[src/rtl/div_pkg.sv]
// Shared constants for the multi-cycle MIPS DIV/DIVU unit: FSM encoding,
// handshake levels and the ALU op codes ex uses to route DIV/DIVU here.
package div_pkg;

  typedef enum logic [1:0] {
    DivFree   = 2'b00,
    DivByZero = 2'b01,
    DivOn     = 2'b10,
    DivEnd    = 2'b11
  } div_state_e;

  localparam logic DivResultReady    = 1'b1;
  localparam logic DivResultNotReady = 1'b0;
  localparam logic DivStart          = 1'b1;
  localparam logic DivStop           = 1'b0;

  localparam logic [7:0] EXE_DIV_OP  = 8'b0001_1010;
  localparam logic [7:0] EXE_DIVU_OP = 8'b0001_1011;

  localparam int DoubleRegBusW = 64;

endpackage

[src/rtl/div.sv]
// Restoring divider, one quotient bit per cycle. Operands are reduced to
// magnitudes at accept time and signs are re-applied when the last bit lands.
module div
  import div_pkg::*;
#(
  parameter int WIDTH = 32
) (
  input  logic               clk,
  input  logic               rst,
  input  logic               signed_div_i,
  input  logic [WIDTH-1:0]   opdata1_i,
  input  logic [WIDTH-1:0]   opdata2_i,
  input  logic               start_i,
  input  logic               annul_i,
  output logic [2*WIDTH-1:0] result_o,
  output logic               ready_o
);

  localparam int CNT_W = $clog2(WIDTH) + 1;

  div_state_e         state_q, state_d;
  logic [CNT_W-1:0]   cnt_q, cnt_d;
  logic [2*WIDTH:0]   dividend_q, dividend_d;
  logic [WIDTH-1:0]   op2_q, op2_d;
  logic               sign1_q, sign1_d;
  logic               sign2_q, sign2_d;
  logic [2*WIDTH-1:0] result_q, result_d;
  logic               ready_q, ready_d;

  logic [WIDTH:0]     diff;
  logic [WIDTH-1:0]   abs_op1, abs_op2, quot, rem;

  // Partial remainder with the next dividend bit appended, minus divisor.
  assign diff    = dividend_q[2*WIDTH:WIDTH] - {1'b0, op2_q};
  assign abs_op1 = (signed_div_i && opdata1_i[WIDTH-1]) ? -opdata1_i : opdata1_i;
  assign abs_op2 = (signed_div_i && opdata2_i[WIDTH-1]) ? -opdata2_i : opdata2_i;
  assign quot    = (sign1_q ^ sign2_q) ? -dividend_q[WIDTH-1:0] : dividend_q[WIDTH-1:0];
  assign rem     = sign1_q ? -dividend_q[2*WIDTH:WIDTH+1] : dividend_q[2*WIDTH:WIDTH+1];

  always_ff @(posedge clk) begin
    if (rst) begin
      state_q    <= DivFree;
      cnt_q      <= '0;
      dividend_q <= '0;
      op2_q      <= '0;
      sign1_q    <= 1'b0;
      sign2_q    <= 1'b0;
      result_q   <= '0;
      ready_q    <= DivResultNotReady;
    end else begin
      state_q    <= state_d;
      cnt_q      <= cnt_d;
      dividend_q <= dividend_d;
      op2_q      <= op2_d;
      sign1_q    <= sign1_d;
      sign2_q    <= sign2_d;
      result_q   <= result_d;
      ready_q    <= ready_d;
    end
  end

  always_comb begin
    state_d    = state_q;
    cnt_d      = cnt_q;
    dividend_d = dividend_q;
    op2_d      = op2_q;
    sign1_d    = sign1_q;
    sign2_d    = sign2_q;
    result_d   = result_q;
    ready_d    = ready_q;
    unique case (state_q)
      DivFree: begin
        result_d = '0;
        ready_d  = DivResultNotReady;
        if (start_i == DivStart && !annul_i) begin
          if (opdata2_i == '0) begin
            state_d = DivByZero;
          end else begin
            state_d    = DivOn;
            cnt_d      = '0;
            op2_d      = abs_op2;
            sign1_d    = signed_div_i & opdata1_i[WIDTH-1];
            sign2_d    = signed_div_i & opdata2_i[WIDTH-1];
            dividend_d = {{WIDTH{1'b0}}, abs_op1, 1'b0};
          end
        end
      end
      DivByZero: begin
        state_d  = DivEnd;
        result_d = '0;
        ready_d  = DivResultReady;
      end
      DivOn: begin
        if (annul_i) begin
          state_d  = DivFree;
          result_d = '0;
          ready_d  = DivResultNotReady;
        end else if (cnt_q != CNT_W'(WIDTH)) begin
          if (diff[WIDTH]) dividend_d = {dividend_q[2*WIDTH-1:0], 1'b0};
          else             dividend_d = {diff[WIDTH-1:0], dividend_q[WIDTH-1:0], 1'b1};
          cnt_d = cnt_q + 1'b1;
        end else begin
          state_d  = DivEnd;
          result_d = {rem, quot};
          ready_d  = DivResultReady;
        end
      end
      DivEnd: begin
        // Result is held until ex drops the request.
        if (start_i == DivStop) begin
          state_d  = DivFree;
          result_d = '0;
          ready_d  = DivResultNotReady;
        end
      end
      default: state_d = DivFree;
    endcase
  end

  assign result_o = result_q;
  assign ready_o  = ready_q;

endmodule

[config.mk]
export PLATFORM = sky130hd
export DESIGN_NAME = div
export DESIGN_NICKNAME = d
export VERILOG_FILES = /design/src/rtl/div_pkg.sv /design/src/rtl/div.sv
export SDC_FILE = /design/constraint.sdc
export NUM_CORES = 1
export LEC_CHECK = 0
export BUFFER_PORTS_ARGS = -buffer_cell sky130_fd_sc_hd__buf_2
export CAP_MARGIN = 20
export CORE_MARGIN = 2
export CORE_UTILIZATION = 25
export CTS_BUF_LIST = sky130_fd_sc_hd__clkbuf_4 sky130_fd_sc_hd__clkbuf_8 sky130_fd_sc_hd__clkbuf_16
export DETAILED_ROUTE_END_ITERATION = 10
export HOLD_SLACK_MARGIN = 0.12
export RECOVER_POWER = 50
export SLEW_MARGIN = 20
export SYNTH_ARGS = -nofsm -noshare
export SYNTH_HDL_FRONTEND = slang
export SYNTH_SLANG_ARGS = --single-unit
[constraint.sdc]
create_clock -name clk -period 4.9 [get_ports clk]
set_input_delay 1.47 -clock clk [delete_from_list [all_inputs] [get_ports clk]]
set_output_delay 1.47 -clock clk [all_outputs]
set_load 0.01 [all_outputs]
==> results of run 1 <==
[report_power, final]
group | switching, uW | internal [uW] | leakage (uW)
Combinational | 1210 | 655 | 0.00312
Sequential | 146 | 1520 | 0.00139
Clock | 655 | 721 | 0.000278
Total | 2010 | 2900 | 0.00480
[routing by layer]
metal / wire, um / up-vias
met2: 15200 / 269
met1: 18200 / 5040
met5: 0 / -
met3: 1710 / 31
li1: - / 5342
met4: 425 / 0
[state kept, by name, summed over array words and instances, names as in the netlist]
| register | flops |
|---|---|
| dividend_q | 65 |
| result_o | 64 |
| cnt_q | 6 |
| op2_q | 32 |
| sign2_q | 1 |
| sign1_q | 1 |
| state_q | 2 |
| ready_o | 1 |
[final timing paths]
path,startpoint,endpoint,depth (start not counted)
min reg2reg,op2_q[27],op2_q[27],2
max,opdata2_i[0],op2_q[15],12
max reg2reg,state_q[0],result_o[35],10
min,op2_q[27],op2_q[27],2
[stage by stage]
stage,worst slack [ns],instances
2_1_floorplan,1.06,1446
5_1_grt,0.342,2141
4_1_cts,1.00,2141
3_5_place_dp,0.536,2110
3_3_place_gp,0.628,2110
6_report,0.556,2141
[synthesized netlist by cell type, types with 3 or more instances]
cell and instances:
o31ai_1 19, or2_2 7, a22oi_1 46, nor2_1 163, o311ai_0 3, and2_1 5
nor4_1 11, xnor2_1 97, a21o_1 17, nand3b_1 5, o21ai_2 3, o21ai_1 3
nand2b_1 12, nor3_1 33, or4_1 12, dfxtp_1 172, o41ai_1 17, and3_1 10
inv_1 49, a2111oi_0 3, clkbuf_1 67, nor2b_1 12, a221oi_1 4, nand2_1 178
a222oi_1 4, buf_1 3, a31oi_1 8, a21oi_1 117, nand4_1 9, a211oi_1 31
xor2_1 54, or3_1 10, o21ai_0 92, a32oi_1 9, mux2i_1 24, o2111ai_1 3
ha_1 43, buf_2 14, o211ai_1 4, nand3_1 25
[worst max-delay path, cell delays in order]
cell      delay, ns
clkbuf_1       0.10
inv_1          0.07
ha_1           0.16
or3b_2         0.50
nor4b_4        0.23
clkbuf_1       0.30
nand4_1        0.34
nor2b_1        0.27
nand2_1        0.08
clkbuf_2       0.72
nor2_1         0.17
a211oi_1       0.26
[area by class of cell]
| class | instances | area (um2) |
|---|---|---|
| Inverter | 49 | 184 |
| Tap cell | 592 | 741 |
| Sequential cell | 172 | 3440 |
| Timing Repair Buffer | 157 | 764 |
| Fill cell | 4856 | 31200 |
| Clock inverter | 14 | 159 |
| Clock buffer | 17 | 425 |
| Multi-Input combinational cell | 1140 | 7210 |
[cell families (layout without fill, tap and decap cells)]
kind of cell,Yosys count,after routing,share of synthesized area
adder cells (fa/ha/maj),44,44,0.0500
AO/OA/AOI/OAI,405,405,0.234
AND/OR/NAND/NOR,516,516,0.220
flip-flops,172,172,0.309
XOR/XNOR,151,151,0.119
multiplexers,24,24,0.0215
buffers and inverters,134,237,0.0468
==> results.txt, run 1 <==
Async SR Flop Fraction = 0
CTS tree = built
VDD IR max = 207 uV
core box area = 44100 um2
Fmax achieved = 230 MHz
WL per Instance = 16.6 um
share of the synthesized area in the top cell type = 0.309
register area share after synthesis = 0.309
FP Rows = 77
Antenna Cells = 0
grt met3 use = 0.0211
CTS max path bufs = 2
Initial Util = 0.253
number of synthesized flops with an enable pin = 0
P per Cell Area = 380 nW/um2
CP arrival = 4.69 ns
Data required, critical path = 5.25 ns
Fin Hold WS = 0.453 ns
most frequent cells in the layout = 178 x nand2_1, 172 x dfxtp_1, 161 x nor2_1
Mapped Cells = 1446
Clock Sinks = 172
met1 GRT Util = 0.225
Starting DRT DRC Count = 746
grt peak-use layer = met1
relative slew slack = 0.103
first-pass GRT wire length = 55900 um
Final min period = 4.34 ns
Tcrit/Tclk final = 0.886
Congestion Overflow GR = 0
GR Layer Usage met2 = 0.225
routed wire length = 35500 um
Final #Nets = 1650
CTS resizes = 0
Reg clk slew, reported paths = 0.07 ns
Layout Utilization = 0.293
DRC errors left = 0
port bufs = 133
synthesized area = 11200 um2
reg-to-reg slack, setup = 0.87 ns
Top FF cell, synth = dfxtp_1
die area = 46300 um2
area leader, netlist = dfxtp_1
Yosys reg bits = 172
Mapped Nets = 1559
synth top area cells = dfxtp_1 31%, xnor2_1 7.6%, nand2_1 6.0%
Hold Buf Count CTS = 0
Setup CP Type = in -> reg
fin. max-slew vios = 0
initial antenna violation count = 0
drt pass-1 iters = 5
Total GRT Usage = 0.150
critical path startpoint category = input port
DIE WIDTH = 215 um
vias in the first global route = 9981
post-route ant nets = 0
Die Y = 215 um
Cell Area, Placed = 12500 um2
share of layout cells above drive strength 1 = 0.0994
clock root cell = clkbuf_16
mean area per synthesized cell = 7.71 um2
Area Overhead vs Synth = 15.9%
gpl congestion = 0.887
accumulated negative setup slack = 0 ns
TritonCTS Buffers = 17
Power Total = 4910 uW
RSZ-0062 raised after global routing = false
number of warning messages in the yosys log = 0
Worst Hold Class = reg -> reg
Final Hold Vio Count = 0
vias per cell = 4.99
Worst Path Max Fanout = 49
Static Leak = 0.00480 uW
Ports = 134
final setup vio count = 0
status = complete, no violations
Clock Latency Late Sink = 0.45 ns
clock skew = 0.0129 ns
CP endpoint kind = flop
most common cell after layout, fill and taps aside = nand2_1
largest net degree at the start of global routing = 76
design area = 12900 um2
Slew @ Worst Pin = 1.34 ns
H-Tree Depth = 4
DPL Wire Length = 27800 um
via count = 10682
setup bufs post-CTS = 0
Max Cap Viol = 0
synth unique cells = 73
Power figures use the tool's default switching activity.
==> run 2: changes to the inputs <==
Settings changed: ABC_AREA set to 1, BUFFER_PORTS_ARGS -buffer_cell sky130_fd_sc_hd__buf_2 to not set, DONT_BUFFER_PORTS set to 1.
==> run 2 against run 1 <==
  * Sequential share of layout area shrank 2.3 points
  * Die area increased by 17%
  * Clock-buffer cell count up 3
  * Routed wire length rose by 24%
  * Highest routed layer unchanged
==> results.txt, run 2 <==
# fillers = 5922
Reg clk slew, reported paths = 0.07 ns
vias in the first global route = 12230
mean area per synthesized cell = 5.90 um2
Fin Hold WS = 0.470 ns
most frequent cells in the layout = 699 x nand2_1, 299 x inv_1, 201 x a21oi_1
Internal Power = 3130 uW
first-pass GRT wire length = 69000 um
critical path startpoint category = flop
RR Startpoint = state_q[0]
critical path's most frequent cell = inv_1
Tcrit/Tclk final = 0.791
status = complete, no violations
Sw Ratio = 0.469
Starting DRT DRC Count = 1021
DRC errors left = 0
die area = 54100 um2
sequential power share = 0.303
CP arrival = 4.23 ns
register area share after synthesis = 0.264
Yosys reg bits = 172
Slew @ Worst Pin = 1.33 ns
final setup vio count = 0
CP endpoint kind = flop
Data required, critical path = 5.26 ns
most frequent cells after synthesis = 700 x nand2_1, 298 x inv_1, 201 x a21oi_1
Slowest-stage cell, CP = clkbuf_2
Max Cap Viol = 0
Mapped Cells = 2213
DPL Wire Length = 34300 um
WP buf/inv = 5
Worst Path Max Fanout = 65
hold path start = dividend_q[32]
share of layout cells above drive strength 1 = 0.0423
Final #Nets = 2275
sw power = 2770 uW
Worst setup startpoint = state_q[0]
synthesized area = 13100 um2
Final min period = 3.88 ns
FP Rows = 83
Cell Area, Placed = 13600 um2
crit path cell chain = inv_1 -> ha_1 -> buf_4 -> inv_1 -> nor2_4 -> o21ai_0 -> nand2_2 -> clkbuf_2 -> inv_1 -> a211oi_1
Top FF cell, synth = dfxtp_1
setup bufs post-CTS = 0
Async SR Flop Fraction = 0
number of synthesized flops with an enable pin = 0
relative slew slack = 0.114
Hold Buf Count CTS = 0
CTS max path bufs = 2
Die Y = 233 um
design area = 14100 um2
Congestion Overflow GR = 0
via count = 13284
Reg with most FFs = dividend_q
Antenna Cells = 0
synth unique cells = 44
count leader, synth = nand2_1
H-Tree Depth = 4
Ports = 134
clock root cell = clkbuf_16
VDD IR max = 251 uV
accumulated negative setup slack = 0 ns
slowest stage delay, CP = 0.98 ns
CTS resizes = 0
Worst Hold Class = reg -> reg
initial antenna violation count = 0
share of the synthesized area in the top cell type = 0.264
area leader, netlist = dfxtp_1
Initial Util = 0.254
largest net degree at the start of global routing = 140
RSZ-0062 raised after global routing = false
most common cell after layout, fill and taps aside = nand2_1
Fmax achieved = 258 MHz
Clock Sinks = 172
CTS tree = built
logic gate share of total power = 0.460
post-route ant nets = 0
Final Hold Vio Count = 0
WL per Instance = 15.4 um
fin. max-slew vios = 0
TritonCTS Buffers = 17
Clock Latency Late Sink = 0.45 ns
drt pass-1 iters = 5
Static Leak = 0.00651 uW
P per Cell Area = 417 nW/um2
cell family with most CP delay = buffers and inverters
max reg flops = 65
DIE WIDTH = 233 um
clock skew = 0.00906 ns
core box area = 51500 um2
Layout Utilization = 0.275
Setup CP Type = reg -> reg
gpl congestion = 0.921
Area Overhead vs Synth = 8.35%
clock power share = 0.237
number of warning messages in the yosys log = 0
vias per cell = 4.65
port bufs = 0
Total GRT Usage = 0.163
routed wire length = 44000 um
synth top area cells = dfxtp_1 26%, nand2_1 20%, inv_1 8.6%
Mapped Nets = 2326
[run 2: cell count changes after synthesis, sizes merged, moves of 28 or more]
cell and change:
nand3 +173, a211oi -29, nand2 +537, inv +258, xnor2 -80, nor2 +44
buf +28, clkbuf -32, a21oi +88, a22oi -46
[run 2: power groups by stage]
stage / logic, uW / clock network [uW] / registers (uW)
floorplan: 2210 / 0 / 1730
global placement: 2700 / 0 / 1820
detailed placement: 2700 / 0 / 1820
CTS: 2720 / 1430 / 1790
global route: 3090 / 1480 / 1820
finish: 2720 / 1400 / 1790
[run 2: final cells by class]
type	count	area (um2)	share of cell area
multi-input cells	1653	8030	0.567
flip-flops and latches	172	3440	0.243
inverters	307	1150	0.0814
well taps	680	851	0.0601
clock buffers	20	467	0.0330
clock inverters	11	131	0.00929
repair buffers	11	76.3	0.00539
[run 2: logic make-up (layout without fill, tap and decap cells)]
logic type	after synthesis	after routing	share of synthesized area
and+or+nand+nor	1208	1208	0.394
DFF	172	172	0.264
AOI/OAI and AO/OA	331	331	0.133
adders and majority gates	44	44	0.0427
xor gates and xnor gates	70	70	0.0469
buffers and inverters	388	349	0.120
[run 2: final timing paths]
path,cells past startpoint,endpoint,slack [ns]
hold reg to reg,2,dividend_q[32],0.47
setup reg to reg,10,ready_o,1.02
setup / recovery,10,ready_o,1.02
hold / removal,2,dividend_q[32],0.47
[run 2: stage by stage]
stage	std cells	total power, uW	setup WS [ns]
final	2854	5900	1.02
after global routing	2854	6390	0.717
after CTS	2854	5930	1.51
after detailed placement	2823	4520	1.05
after global placement	2823	4520	1.09
after floorplan	2213	3940	2.01
[run 2: tightest hold or removal path, stage by stage (launching register included)]
cell,delay [ns]
dfxtp_1,0.31
nand2_1,0.06
a21oi_1,0.05
[run 2: layer usage]
layer,up-vias,wire length (um),global-route usage
li1,6916,-,-
met1,5992,21000,0.222
met2,327,19100,0.252
met3,49,2840,0.0391
met4,0,980,0.0480
met5,-,0,0
==> run 3: changes to the inputs <==
Clock period 4.9 ns to 3.6 ns, I/O delays scaled along.
==> run 3 against run 2 <==
  * Clock-buffer cell count decreased by 2
  * Non-clock buffer count increased by 3
  * First-iteration DRC count decreased by 4.5%
  * Flip-flop and latch count unchanged
  * Total power increased by 37%
  * Register-to-register slack got worse by 0.41 ns
  * Sequential power increased by 36%
  * Clock power increased by 36%
  * Routed wire length decreased by 0.34%
  * Hold slack got worse by 0.00062 ns
  * Die area unchanged
  * Via count decreased by 0.87%
  * Highest routed layer unchanged
==> results.txt, run 3 (same netlist as run 2, synthesis figures left out) <==
status = complete, no violations
share of layout cells above drive strength 1 = 0.0427
cell family with most CP delay = simple AND/OR/NAND/NOR gates
die area = 54100 um2
DRC errors left = 0
via count = 13168
CP endpoint kind = flop
fin. max-slew vios = 0
initial antenna violation count = 0
port bufs = 0
dpl cells = 2826
H-Tree Depth = 4
Clock Latency Late Sink = 0.45 ns
Hold Buf Count CTS = 0
WL per Instance = 15.3 um
Slowest-stage cell, CP = nor2_4
Ports = 134
TritonCTS Buffers = 17
setup bufs post-CTS = 0
Fmax achieved = 335 MHz
RR Startpoint = state_q[0]
routed wire length = 43800 um
Total GRT Usage = 0.161
VDD IR max = 348 uV
RSZ-0062 raised after global routing = false
max reg flops = 65
CP arrival = 3.36 ns
vias in the first global route = 11955
CTS resizes = 0
P per Cell Area = 569 nW/um2
clock root cell = clkbuf_16
gpl congestion = 0.890
CTS max path bufs = 2
Layout Utilization = 0.275
worst setup margin = 0.613 ns
Worst Hold Class = reg -> reg
WP buf/inv = 2
DPL Wire Length = 34300 um
Setup CP Type = reg -> reg
Reg with most FFs = dividend_q
critical path startpoint category = flop
pre-CTS WS = 0.298 ns
relative slew slack = 0.282
Area Overhead vs Synth = 8.56%
Static Leak = 0.00652 uW
first-pass GRT wire length = 68000 um
DIE WIDTH = 233 um
drt pass-1 iters = 8
Max Cap Viol = 0
Die Y = 233 um
most common cell after layout, fill and taps aside = nand2_1
Data required, critical path = 3.97 ns
slowest stage delay, CP = 0.84 ns
core box area = 51500 um2
Tcrit/Tclk final = 0.830
final setup vio count = 0
Final #Nets = 2278
largest net degree at the start of global routing = 140
Reg clk slew, reported paths = 0.07 ns
hold path start = dividend_q[15]
Congestion Overflow GR = 0
post-route ant nets = 0
Slew @ Worst Pin = 1.07 ns
most frequent cells in the layout = 700 x nand2_1, 300 x inv_1, 201 x a21oi_1
Initial Util = 0.254
Final Non-Filler Cells = 2857
Clock Sinks = 172
CTS tree = built
Worst Path Max Fanout = 43
accumulated negative setup slack = 0 ns
Antenna Cells = 0
Worst setup startpoint = state_q[0]
FP Rows = 83
crit path cell chain = inv_1 -> ha_1 -> inv_1 -> nor2_4 -> o21ai_2 -> a21oi_2 -> nand2_2 -> nor2_4 -> nand3_1 -> a21oi_1
Final min period = 2.99 ns
vias per cell = 4.61
clock skew = 0.0114 ns
Starting DRT DRC Count = 975
Final Hold Vio Count = 0
## run 3: cell count changes in the layout (fill, tap and decap cells not counted), sizes merged
cell	previous run	this run
clkinvlp	0	1
bufinv	1	2
clkinv	6	2
buf	9	12
inv	311	315
clkbuf	22	20
## run 3: where the power goes
group | internal [uW] | leakage [uW] | switching, uW
sequential | 2140 | 0.00140 | 294
clock | 1060 | 0.000292 | 851
combinational | 1120 | 0.00484 | 2600
## run 3: worst paths after layout
kind,to,slack [ns],cells past startpoint
hold reg to reg,dividend_q[15],0.47,2
hold / removal,dividend_q[15],0.47,2
setup reg to reg,dividend_q[44],0.61,10
setup / recovery,dividend_q[44],0.61,10
## run 3: per-stage QoR
stage / hold slack (ns) / instance area, um2 / total power (uW)
after floorplan: 0.430 / 13100 / 5360
after global placement: 0.457 / 13600 / 6180
after detailed placement: 0.455 / 13600 / 6170
after CTS: 0.467 / 14200 / 8100
after global routing: 0.510 / 14200 / 8720
final: 0.470 / 14200 / 8060
## run 3: area by class of cell
type,count,area (um2)
clock inverters,13,153
flip-flops and latches,172,3440
well taps,680,851
repair buffers,14,111
clock buffers,18,439
inverters,307,1150
fillers,5963,37300
multi-input cells,1653,8030
## run 3: per-layer routing
metal	GRT usage	wire length, um	vias up
met4	0.0663	1460	0
met5	0	0	-
met1	0.222	21300	5865
li1	-	-	6924
met3	0.0363	2650	64
met2	0.240	18400	315
## run 3: tightest hold or removal path: stages (launching register included)
cell,delay [ns]
dfxtp_1,0.31
nand2_1,0.06
a21oi_1,0.05
